File: src/rtl/word_assembler_pkg.sv
// Shared types and defaults for the byte-to-word collector.
// The debug-unit UART blocks use the same byte/word sizing constants.
package word_assembler_pkg;

    localparam int WA_DATA_SIZE   = 8;
    localparam int WA_LANES       = 4;
    localparam int WA_SIZE_SELECT = 2;

    typedef enum logic [1:0] {
        ST_IDLE = 2'b00,
        ST_FILL = 2'b01,
        ST_HOLD = 2'b10
    } wa_state_e;

endpackage : word_assembler_pkg

File: src/rtl/word_assembler_lane_decoder.sv
// Lane index to one-hot write strobe decoder; the inverse of the 4:1 word select.
module lane_decoder #(
    parameter int LANES       = 4,
    parameter int SIZE_SELECT = 2
) (
    input  logic                   en_i,
    input  logic [SIZE_SELECT-1:0] idx_i,
    output logic [LANES-1:0]       strobe_o
);

    // One-hot strobe for the addressed lane, all-zero when disabled
    always_comb begin
        strobe_o = {LANES{1'b0}};
        if (en_i) begin
            strobe_o[idx_i] = 1'b1;
        end else begin
            strobe_o = {LANES{1'b0}};
        end
    end

endmodule : lane_decoder

File: src/rtl/word_assembler.sv
// Collects LANES consecutive bytes into one word and offers it downstream
// with a valid/ready handshake; bytes arriving while a word is held set a sticky overrun.
module word_assembler
    import word_assembler_pkg::*;
#(
    parameter int DATA_SIZE   = WA_DATA_SIZE,
    parameter int LANES       = WA_LANES,
    parameter int SIZE_SELECT = WA_SIZE_SELECT,
    parameter int BIG_ENDIAN  = 0
) (
    input  logic                         i_clk,
    input  logic                         i_reset,
    input  logic                         i_byte_valid,
    input  logic [DATA_SIZE-1:0]         i_byte,
    input  logic                         i_flush,
    input  logic                         i_ready,
    output logic [DATA_SIZE*LANES-1:0]   o_word,
    output logic                         o_word_valid,
    output logic [SIZE_SELECT-1:0]       o_lane_sel,
    output logic                         o_busy,
    output logic                         o_overrun
);

    localparam int  WORD_W = DATA_SIZE * LANES;
    localparam logic [SIZE_SELECT-1:0] LAST_LANE = SIZE_SELECT'(LANES - 1);

    wa_state_e              state_q, state_d;
    logic [SIZE_SELECT-1:0] cnt_q, cnt_d;
    logic [WORD_W-1:0]      word_q, word_d;
    logic                   overrun_q, overrun_d;
    logic                   wr_en_s;
    logic [SIZE_SELECT-1:0] lane_idx_s;
    logic [LANES-1:0]       lane_wr_s;

    // LANES is a power of two, so LANES-1-cnt is simply the bitwise complement
    assign lane_idx_s = (BIG_ENDIAN != 0) ? ~cnt_q : cnt_q;

    lane_decoder #(
        .LANES       (LANES),
        .SIZE_SELECT (SIZE_SELECT)
    ) u_lane_decoder (
        .en_i     (wr_en_s),
        .idx_i    (lane_idx_s),
        .strobe_o (lane_wr_s)
    );

    // Next-state, lane counter, overrun and write-enable decisions
    always_comb begin
        state_d   = state_q;
        cnt_d     = cnt_q;
        overrun_d = overrun_q;
        wr_en_s   = 1'b0;
        if (i_flush) begin
            state_d   = ST_IDLE;
            cnt_d     = {SIZE_SELECT{1'b0}};
            overrun_d = 1'b0;
        end else begin
            case (state_q)
                ST_IDLE, ST_FILL: begin
                    if (i_byte_valid) begin
                        wr_en_s = 1'b1;
                        if (cnt_q == LAST_LANE) begin
                            cnt_d   = {SIZE_SELECT{1'b0}};
                            state_d = ST_HOLD;
                        end else begin
                            cnt_d   = cnt_q + SIZE_SELECT'(1);
                            state_d = ST_FILL;
                        end
                    end else begin
                        state_d = state_q;
                    end
                end
                ST_HOLD: begin
                    // cnt is 0 here, so an accepted byte lands in the first lane
                    if (i_ready) begin
                        if (i_byte_valid) begin
                            wr_en_s = 1'b1;
                            cnt_d   = SIZE_SELECT'(1);
                            state_d = ST_FILL;
                        end else begin
                            state_d = ST_IDLE;
                        end
                    end else if (i_byte_valid) begin
                        overrun_d = 1'b1;
                    end else begin
                        state_d = ST_HOLD;
                    end
                end
                default: begin
                    state_d = ST_IDLE;
                    cnt_d   = {SIZE_SELECT{1'b0}};
                end
            endcase
        end
    end

    // Word contents: flush clears, strobed lanes load, others retain
    always_comb begin
        word_d = word_q;
        if (i_flush) begin
            word_d = {WORD_W{1'b0}};
        end else begin
            for (int l = 0; l < LANES; l++) begin
                if (lane_wr_s[l]) begin
                    word_d[l*DATA_SIZE +: DATA_SIZE] = i_byte;
                end else begin
                    word_d[l*DATA_SIZE +: DATA_SIZE] = word_q[l*DATA_SIZE +: DATA_SIZE];
                end
            end
        end
    end

    // State and datapath registers
    always_ff @(posedge i_clk or posedge i_reset) begin
        if (i_reset) begin
            state_q   <= ST_IDLE;
            cnt_q     <= {SIZE_SELECT{1'b0}};
            word_q    <= {WORD_W{1'b0}};
            overrun_q <= 1'b0;
        end else begin
            state_q   <= state_d;
            cnt_q     <= cnt_d;
            word_q    <= word_d;
            overrun_q <= overrun_d;
        end
    end

    assign o_word       = word_q;
    assign o_word_valid = (state_q == ST_HOLD);
    assign o_lane_sel   = cnt_q;
    assign o_busy       = (state_q != ST_IDLE);
    assign o_overrun    = overrun_q;

endmodule : word_assembler

File: config.mk
export PLATFORM = sky130hd
export DESIGN_NAME = word_assembler
export DESIGN_NICKNAME = d
export VERILOG_FILES = /design/src/rtl/word_assembler_pkg.sv /design/src/rtl/word_assembler_lane_decoder.sv /design/src/rtl/word_assembler.sv
export SDC_FILE = /design/constraint.sdc
export NUM_CORES = 1
export LEC_CHECK = 0
export CORE_AREA = 3 3 64 66
export DETAILED_ROUTE_END_ITERATION = 10
export DIE_AREA = 0 0 67 69
export PLACE_DENSITY_LB_ADDON = 0.05
export SYNTH_ARGS = -nofsm -noshare
export SYNTH_HDL_FRONTEND = slang
export SYNTH_SLANG_ARGS = --single-unit
File: constraint.sdc
create_clock -name i_clk -period 3.2 [get_ports i_clk]
set_clock_uncertainty 0.2 [all_clocks]
set_input_delay 0.32 -clock i_clk [delete_from_list [all_inputs] [get_ports i_clk]]
set_output_delay 0.32 -clock i_clk [all_outputs]
set_load 0.005 [all_outputs]
==> results of run 1 <==
-- sequential cells by signal, summed over array words and instances (netlist names) --
register and cells:
o_lane_sel 2, state_q 2, o_overrun 1, o_word 32
-- path summary, 6_finish.rpt --
kind                         endpoint  slack, ns  startpoint
setup / recovery           o_word[28]       0.91     i_flush
hold / removal              o_word[4]       0.24     i_reset
setup reg to reg           o_word[28]       1.34  state_q[0]
hold reg to reg             o_overrun       0.32   o_overrun
max in group asynchronous  o_word[29]       2.24     i_reset
min in group i_clk          o_overrun       0.32   o_overrun
-- power by group through the flow --
| stage | Combinational (W) | Clock [W] | Sequential (W) |
|---|---|---|---|
| 3_3_place_gp | 0.000185 | 0 | 0.000523 |
| 5_1_grt | 0.000205 | 0.000458 | 0.000520 |
| 3_5_place_dp | 0.000190 | 0 | 0.000525 |
| 2_1_floorplan | 0.0000957 | 0 | 0.000523 |
| 6_report | 0.000189 | 0.000425 | 0.000516 |
| 4_1_cts | 0.000193 | 0.000435 | 0.000516 |
-- layer usage --
metal / vias up / track usage, %
li1: 594 / -
met2: 37 / 29.1
met1: 600 / 26.1
met4: 0 / 8.78
met3: 10 / 3.75
met5: - / 0
-- through the flow --
stage | power [W] | util (%)
after floorplan | 0.000619 | -
after global placement | 0.000708 | 63.8
after detailed placement | 0.000714 | 63.8
after CTS | 0.00114 | 67.1
after global routing | 0.00118 | 67.1
final | 0.00113 | 67.1
-- cells by family (layout without fill, tap and decap cells) --
logic type      count (synthesis)  after routing  synth area share (%)
compound gates                 11             11                  8.63
flops                          37             37                  51.9
mux                            33             33                  20.8
buf+inv                        18             72                  4.70
fa+ha+maj                       4              4                  2.81
simple gates                   42             42                  11.2
-- cells in the final DEF, fill, tap and decap left out --
cell type and count:
inv_4 1, a21oi_1 1, o21ai_0 1, nand2_1 25, a21o_1 1, buf_4 3, mux2_4 8, nor2b_2 1
bufinv_16 1, nor3_1 1, nand3_1 1, nand2b_1 1, ha_1 4, nor2_1 2, clkinvlp_4 1, mux2i_1 25
or2_2 1, a2bb2oi_1 1, inv_1 11, dfrtp_1 37, and4_2 1, o2111ai_4 4, clkbuf_8 6, o211ai_1 1
a221oi_1 1, a31oi_1 1, clkdlybuf4s50_1 49, nor2b_1 9
-- critical path, stage by stage --
cell and delay [ns]:
clkdlybuf4s50_1 0.40, buf_4 0.18, inv_1 0.53, o2111ai_4 0.42, mux2_4 0.40
-- final cells by class --
cell class	instances	area [um^2]
fill	302	1190
sequential	37	926
multi-input combinational	90	773
timing repair buffer	52	513
clock buffer	6	82.6
tap	48	60.1
inverter	12	47.5
clock inverter	2	37.5
==> impl_metrics.csv, run 1 <==
group,metric,value,unit
synth,synthesis.nets,162,
place,place.gp.congestion,0.761,
clocking,cts_tree,"built",
drt,wl_per_cell,16.0,um
setup_path,arrival,2.27,ns
synth,ys_seq_elements,37,
power,clkPwrFrac,37.6,%
grt,grt_max_degree,38,
synth,yosysTopAreaCell,"dfrtp_1",
sta,max_slew_margin,52.4,%
setup_path,cp_max_fo,17,
power,power_frac_comb,16.7,%
power,p_leak,1.24,nW
power,swShare,24.4,%
setup_path,reg2regPathDepth,3,
synth,yosysUniqueCellTypes,27,
floorplan,rows,22,
grt,grt_overflow_total,0,
setup_path,cp.required,3.18,ns
sta,final.period_utilization,71.4,%
synth,ys_top_cells_by_count,"dfrtp_1, mux2i_1, nand2_1, inv_1, nor2b_1",
power,peakVddDrop,0.311,mV
finish,num_antenna_cells,0,
drt,wl_met1,1.75,mm
finish,nNetsFinal,215,
place,dp_hpwl,2.75,mm
finish,drive_above_1_share,13.6,%
clocking,clock_path_buffers,2,
sta,final_max_slew_viol_count,0,
drt,highest_layer,"met4",
clocking,cts-root-buf,"clkbuf_8",
floorplan,die_area,4620,um^2
clocking,cts.sinks,37,
drt,vias_per_cell,5.02,
synth,dominantRegCellSynth,"dfrtp_1",
sta,finalSetupTns,0,ns
flow_run,drv_cap,0,
setup_path,cp-start-kind,"input port",
power,power_density,463,nW/um^2
synth,ys.warnings.count,0,
sta,setup_viol,0,
grt,antenna_found_initial,0,
place,place_ws,0.622,ns
sta,worst_slack,0.914,ns
floorplan,ioPinCount,50,
drt,drc,0,
synth,postSynthCellCount,145,
power,internal_power,0.000854,W
setup_path,critPathKind,"in2reg",
floorplan,die-height,69,um
drt,wl_met2,1.93,mm
drt,drt_iter0_markers,57,
finish,final_area,2440,um^2
place,dp_cells,239,
synth,seq_area_frac_synth,51.9,%
sta,rsz0062_at_grt,"false",
clocking,clk-insertion-delay-late,0.29,ns
clocking,clkTransAtPathRegs,0.08,ns
grt,grt_pass1_vias,1332,
min_path,holdCritPathClass,"in2async",
synth,synth_async_sr_flop_share,100,%
drt,vias,1241,
drt,drtPass1Iterations,4,
setup_path,crit_path_end_kind,"flop",
clocking,cts_setup_buffers,0,
clocking,post_cts_resized,0,
finish,final_cells,247,
sta,min_period,2.29,ns
clocking,ctsHoldBuffers,0,
place,placed_area,2320,um^2
sta,tightest_slew,0.713,ns
power,p_sw,0.000276,W
power,p_seq_share,45.7,%
grt,grt_pass1_wl,6.69,mm
sta,timing.hold.ws,0.237,ns
synth,synth-edff-count,0,
finish,syn_to_final_growth,36.8,%
drt,drt_wl_total,3.95,mm
synth,avgSynthCellArea,12.3,um^2
drt,antenna_left,0,
clocking,htree_levels,2,
synth,synth_top_area_share,51.9,%
clocking,cts_buffers,5,
floorplan,core,3630,um^2
synth,yosysMostFrequentCell,"dfrtp_1",
place,numPortBuffers,49,
grt,track_usage,19.2,%
drt,route.met3.wl,182,um
sta,max_freq,0.438,GHz
floorplan,start_util,49.1,%
floorplan,dieWidth,67,um
synth,synth.area.top_cells,"dfrtp_1, mux2i_1, mux2_4",
run_status,outcome,"finished clean",
synth,syn-cell-area,1780,um^2
sta,hold_viol,0,
(Power assumes the default switching activity.)
==> run 2: changes to the inputs <==
--- a/config.mk
+++ b/config.mk
@@ -5,9 +5,9 @@
 export SDC_FILE = /design/constraint.sdc
 export NUM_CORES = 1
 export LEC_CHECK = 0
-export CORE_AREA = 3 3 64 66
+export CORE_AREA = 3 3 69 71
 export DETAILED_ROUTE_END_ITERATION = 10
-export DIE_AREA = 0 0 67 69
+export DIE_AREA = 0 0 72 74
 export PLACE_DENSITY_LB_ADDON = 0.05
 export SYNTH_ARGS = -nofsm -noshare
 export SYNTH_HDL_FRONTEND = slang
==> constraint.sdc (replaced) <==
create_clock -name i_clk -period 2 [get_ports i_clk]
set_clock_uncertainty 0.2 [all_clocks]
set_input_delay 0.2 -clock i_clk [delete_from_list [all_inputs] [get_ports i_clk]]
set_output_delay 0.2 -clock i_clk [all_outputs]
set_load 0.005 [all_outputs]
==> impl_metrics.csv, run 2 (same netlist as run 1, synthesis figures left out) <==
group,metric,value,unit
run_status,outcome,"finished clean",
place,place.gp.congestion,0.777,
sta,hold_viol,0,
sta,final_max_slew_viol_count,0,
clocking,clk-insertion-delay-late,0.28,ns
drt,drtPass1Iterations,4,
sta,final.period_utilization,95.2,%
setup_path,cp-start-kind,"flop",
finish,num_antenna_cells,0,
power,total_power,0.00163,W
power,p_leak,1.27,nW
setup_path,max_stage_delay,0.47,ns
grt,grt_max_degree,38,
clocking,cts_buffers,5,
clocking,cts-root-buf,"clkbuf_8",
setup_path,cp_top_family,"flip-flops",
power,internal_power,0.00121,W
setup_path,crit_buf_inv,1,
sta,worst_slack,0.0957,ns
clocking,clkTransAtPathRegs,0.07,ns
drt,vias,1283,
floorplan,rows,24,
place,placed_area,2410,um^2
drt,drt_iter0_markers,40,
power,peakVddDrop,0.447,mV
place,dp_hpwl,2.95,mm
setup_path,reg2regPathDepth,4,
drt,drc,0,
setup_path,cp.required,1.60,ns
sta,finalSetupTns,0,ns
floorplan,die-height,74,um
finish,layout_common_cells,"clkdlybuf4s50_1, dfrtp_1, nand2_1, mux2i_1, buf_4",
sta,max_freq,0.525,GHz
clocking,cts_setup_buffers,0,
power,p_sw,0.000417,W
flow_run,drv_cap,0,
setup_path,cp_slowest_cell,"dfrtp_1",
sta,rsz0062_at_grt,"false",
finish,final_common_cell,"clkdlybuf4s50_1",
setup_path,crit_path_end_kind,"primary output",
clocking,ctsHoldBuffers,0,
floorplan,ioPinCount,50,
drt,antenna_left,0,
grt,grt_overflow_total,0,
power,clkPwrFrac,30.1,%
drt,drt_wl_total,3.95,mm
min_path,holdCritPathClass,"in2async",
clocking,clock_path_buffers,2,
sta,min_period,1.90,ns
grt,grt_pass1_wl,6.64,mm
drt,vias_per_cell,4.92,
finish,drive_above_1_share,17.2,%
clocking,post_cts_resized,0,
floorplan,die_area,5330,um^2
clocking,htree_levels,2,
setup_path,worstPathCellList,"or2_2 -> clkdlybuf4s50_1",
drt,wl_per_cell,15.1,um
power,power_density,655,nW/um^2
setup_path,cp_max_fo,7,
grt,track_usage,16.5,%
grt,grt_pass1_vias,1343,
sta,setup_viol,0,
place,numPortBuffers,49,
setup_path,crit_cells,2,
floorplan,core,4290,um^2
setup_path,arrival,1.50,ns
sta,max_slew_margin,68.1,%
setup_path,critPathKind,"reg2out",
power,swShare,25.6,%
power,power_frac_comb,19.3,%
floorplan,start_util,41.5,%
clocking,cts_tree,"built",
finish,nNetsFinal,226,
finish,final_area,2490,um^2
finish,largest_register_ffs,32,
power,p_seq_share,50.6,%
grt,antenna_found_initial,0,
sta,tightest_slew,0.479,ns
place,place_ws,-0.0148,ns
finish,syn_to_final_growth,39.6,%
floorplan,dieWidth,72,um
clocking,cts.sinks,37,
-- run 2: changes by cell type in the layout (fill, tap and decap cells not counted), sizes merged --
cell,before,now
clkinv,0,1
clkinvlp,1,0
bufinv,1,0
buf,3,14
-- run 2: metrics by stage --
stage | utilization [%] | hold WS [ns] | instances
after floorplan | - | 0.147 | 145
after global placement | 56.1 | 0.286 | 254
after detailed placement | 56.1 | 0.296 | 254
after CTS | 58.0 | 0.146 | 261
after global routing | 58.0 | 0.175 | 261
final | 58.0 | 0.128 | 261
-- run 2: metal layers --
layer  global-route usage [%]  vias to the layer above  part of all wire (%)
met5                        0                        -                     0
met3                     4.05                        5                   4.7
met1                     20.3                      625                    43
met2                     28.2                       36                    51
li1                         -                      617                     -
met4                     6.26                        0                   1.1
-- run 2: worst paths after layout --
check / endpoint / slack, ns / from
worst min-delay path: o_word[19] / 0.13 / i_reset
max in group asynchronous: o_word[29] / 1.13 / i_reset
min in group i_clk: o_overrun / 0.30 / o_overrun
worst min register to register: o_overrun / 0.30 / o_overrun
worst max-delay path: o_busy / 0.1 / state_q[1]
worst max register to register: o_word[22] / 0.28 / state_q[0]
-- run 2: power by group through the flow --
stage | Sequential [W] | Combinational [W] | Clock (W)
floorplan | 0.000837 | 0.000153 | 0
global placement | 0.000837 | 0.000314 | 0
detailed placement | 0.000838 | 0.000320 | 0
CTS | 0.000825 | 0.000321 | 0.000513
global route | 0.000831 | 0.000344 | 0.000542
finish | 0.000825 | 0.000315 | 0.000491
-- run 2: area by class of cell --
cell class,count,area (um^2)
clock inverter,1,8.76
tap,52,65.1
multi-input combinational,90,773
clock buffer,6,72.6
timing repair buffer,63,596
sequential,37,926
inverter,12,47.5
fill,355,1810
-- run 2: worst reg2reg max path: stages (launching register included) --
cell and delay [ns]:
dfrtp_1 0.43, nor2b_2 0.41, o2111ai_4 0.20, buf_4 0.24, mux2i_1 0.13
==> run 3: changes to the inputs <==
--- a/config.mk
+++ b/config.mk
@@ -5,9 +5,10 @@
 export SDC_FILE = /design/constraint.sdc
 export NUM_CORES = 1
 export LEC_CHECK = 0
-export CORE_AREA = 3 3 69 71
+export CORE_AREA = 2 2 68 70
+export CTS_CLUSTER_SIZE = 28
 export DETAILED_ROUTE_END_ITERATION = 10
-export DIE_AREA = 0 0 72 74
+export DIE_AREA = 0 0 70 72
 export PLACE_DENSITY_LB_ADDON = 0.05
 export SYNTH_ARGS = -nofsm -noshare
 export SYNTH_HDL_FRONTEND = slang
==> impl_metrics.csv, run 3 (same netlist as run 1, synthesis figures left out) <==
group,metric,value,unit
power,swShare,24.3,%
power,power_density,723,nW/um^2
clocking,clock_path_buffers,2,
finish,nNetsFinal,225,
grt,grt_overflow_total,0,
finish,drive_above_1_share,17.2,%
floorplan,ioPinCount,50,
sta,worst_slack,0.0769,ns
flow_run,drv_cap,0,
setup_path,r2r-end,"o_word[10]",
setup_path,cp_slowest_cell,"dfrtp_1",
setup_path,max_stage_delay,0.47,ns
sta,min_period,1.92,ns
grt,grt_pass1_vias,1275,
setup_path,cp_max_fo,7,
drt,drt_iter0_markers,57,
sta,timing.hold.ws,0.114,ns
sta,final.period_utilization,96.2,%
clocking,cts.sinks,37,
grt,grt_busiest_layer,"met2",
setup_path,worstPathCellList,"or2_2 -> clkdlybuf4s50_1",
drt,vias,1259,
sta,max_slew_margin,68.3,%
finish,nFillCells,344,
power,p_seq_share,45.4,%
sta,tightest_slew,0.475,ns
floorplan,start_util,41.8,%
place,place_ws,-0.0205,ns
sta,finalSetupTns,0,ns
floorplan,dieWidth,70,um
sta,setup_viol,0,
clocking,post_cts_resized,0,
drt,antenna_left,0,
setup_path,cp.required,1.60,ns
power,clkPwrFrac,37.5,%
setup_path,cp_top_family,"flip-flops",
setup_path,cp-start-kind,"flop",
finish,largest_register_ffs,32,
setup_path,crit_buf_inv,1,
finish,layout_common_cells,"clkdlybuf4s50_1, dfrtp_1, nand2_1, mux2i_1, buf_4",
place,numPortBuffers,49,
drt,vias_per_cell,4.82,
drt,drc,0,
power,p_leak,1.28,nW
run_status,outcome,"finished clean",
floorplan,die_area,5040,um^2
clocking,cts_buffers,5,
power,peakVddDrop,0.438,mV
drt,drt_wl_total,4.02,mm
power,power_frac_comb,17.2,%
power,internal_power,0.00138,W
floorplan,rows,24,
clocking,cts_setup_buffers,0,
drt,drtPass1Iterations,4,
power,p_sw,0.000442,W
setup_path,critPathKind,"reg2out",
finish,multiInputGateArea,773,um^2
clocking,htree_levels,2,
clocking,ctsHoldBuffers,0,
setup_path,arrival,1.52,ns
setup_path,reg2regPathDepth,4,
floorplan,core,4260,um^2
grt,antenna_found_initial,0,
grt,grtUsageMet1,22.8,%
clocking,cts_tree,"built",
min_path,holdCritPathClass,"in2async",
sta,hold_viol,0,
clocking,clk-insertion-delay-late,0.29,ns
setup_path,crit_path_end_kind,"primary output",
sta,rsz0062_at_grt,"false",
clocking,clkTransAtPathRegs,0.08,ns
grt,grt_use_met3,5.14,%
place,dp_hpwl,2.90,mm
finish,num_antenna_cells,0,
finish,syn_to_final_growth,41.1,%
grt,track_usage,17.3,%
sta,max_freq,0.520,GHz
grt,grt_use_met2,26.8,%
finish,final_common_cell,"clkdlybuf4s50_1",
place,place.gp.congestion,0.748,
finish,regArea,926,um^2
setup_path,r2r-start,"state_q[0]",
grt,grt_pass1_wl,6.62,mm
power,total_power,0.00182,W
clocking,cts-root-buf,"clkbuf_8",
grt,grt_max_degree,38,
setup_path,crit_cells,2,
sta,final_max_slew_viol_count,0,
setup_path,rrSetupSlack,0.28,ns
floorplan,die-height,72,um
drt,wl_per_cell,15.4,um
[run 3: area by class of cell]
| cell class | instances | share of cell area [%] |
|---|---|---|
| Sequential cell | 37 | 36.8 |
| Multi-Input combinational cell | 90 | 30.7 |
| Timing Repair Buffer | 62 | 23.4 |
| Clock buffer | 7 | 3.43 |
| Tap cell | 52 | 2.59 |
| Inverter | 12 | 1.89 |
| Clock inverter | 1 | 1.19 |
[run 3: per-stage QoR]
| step | cell area, um^2 | util, % | instances |
|---|---|---|---|
| 6_report | 2520 | 59.0 | 261 |
| 3_3_place_gp | 2400 | 56.3 | 253 |
| 5_1_grt | 2520 | 59.0 | 261 |
| 4_1_cts | 2520 | 59.0 | 261 |
| 2_1_floorplan | 1780 | - | 145 |
| 3_5_place_dp | 2400 | 56.3 | 253 |
[run 3: worst max-delay path by stage]
| stage | from | endpoint | slack [ns] |
|---|---|---|---|
| 2_1_floorplan | o_lane_sel[0] | o_word[19] | 0.41 |
| 3_3_place_gp | i_ready | o_word[14] | -0.02 |
| 3_5_place_dp | i_ready | o_word[9] | -0.02 |
| 4_1_cts | state_q[1] | o_busy | 0.06 |
| 5_1_grt | state_q[1] | o_word_valid | 0.0004 |
| 6_report | state_q[1] | o_busy | 0.08 |
[run 3: worst register-to-register path, stage by stage (launching register included)]
cell,delay [ns]
dfrtp_1,0.44
nor2b_2,0.38
o2111ai_4,0.22
buf_4,0.23
mux2i_1,0.12
[run 3: layer usage]
layer  vias up  wire length [um]
met5         -                 0
li1        610                 -
met2        34              1960
met1       610              1800
met4         0                68
met3         5               193
[run 3: power groups by stage]
| stage | Combinational, W | Sequential, W | Clock [W] |
|---|---|---|---|
| after floorplan | 0.000153 | 0.000837 | 0 |
| after global placement | 0.000311 | 0.000837 | 0 |
| after detailed placement | 0.000316 | 0.000840 | 0 |
| after CTS | 0.000317 | 0.000825 | 0.000698 |
| after global routing | 0.000338 | 0.000832 | 0.000730 |
| final | 0.000312 | 0.000825 | 0.000682 |
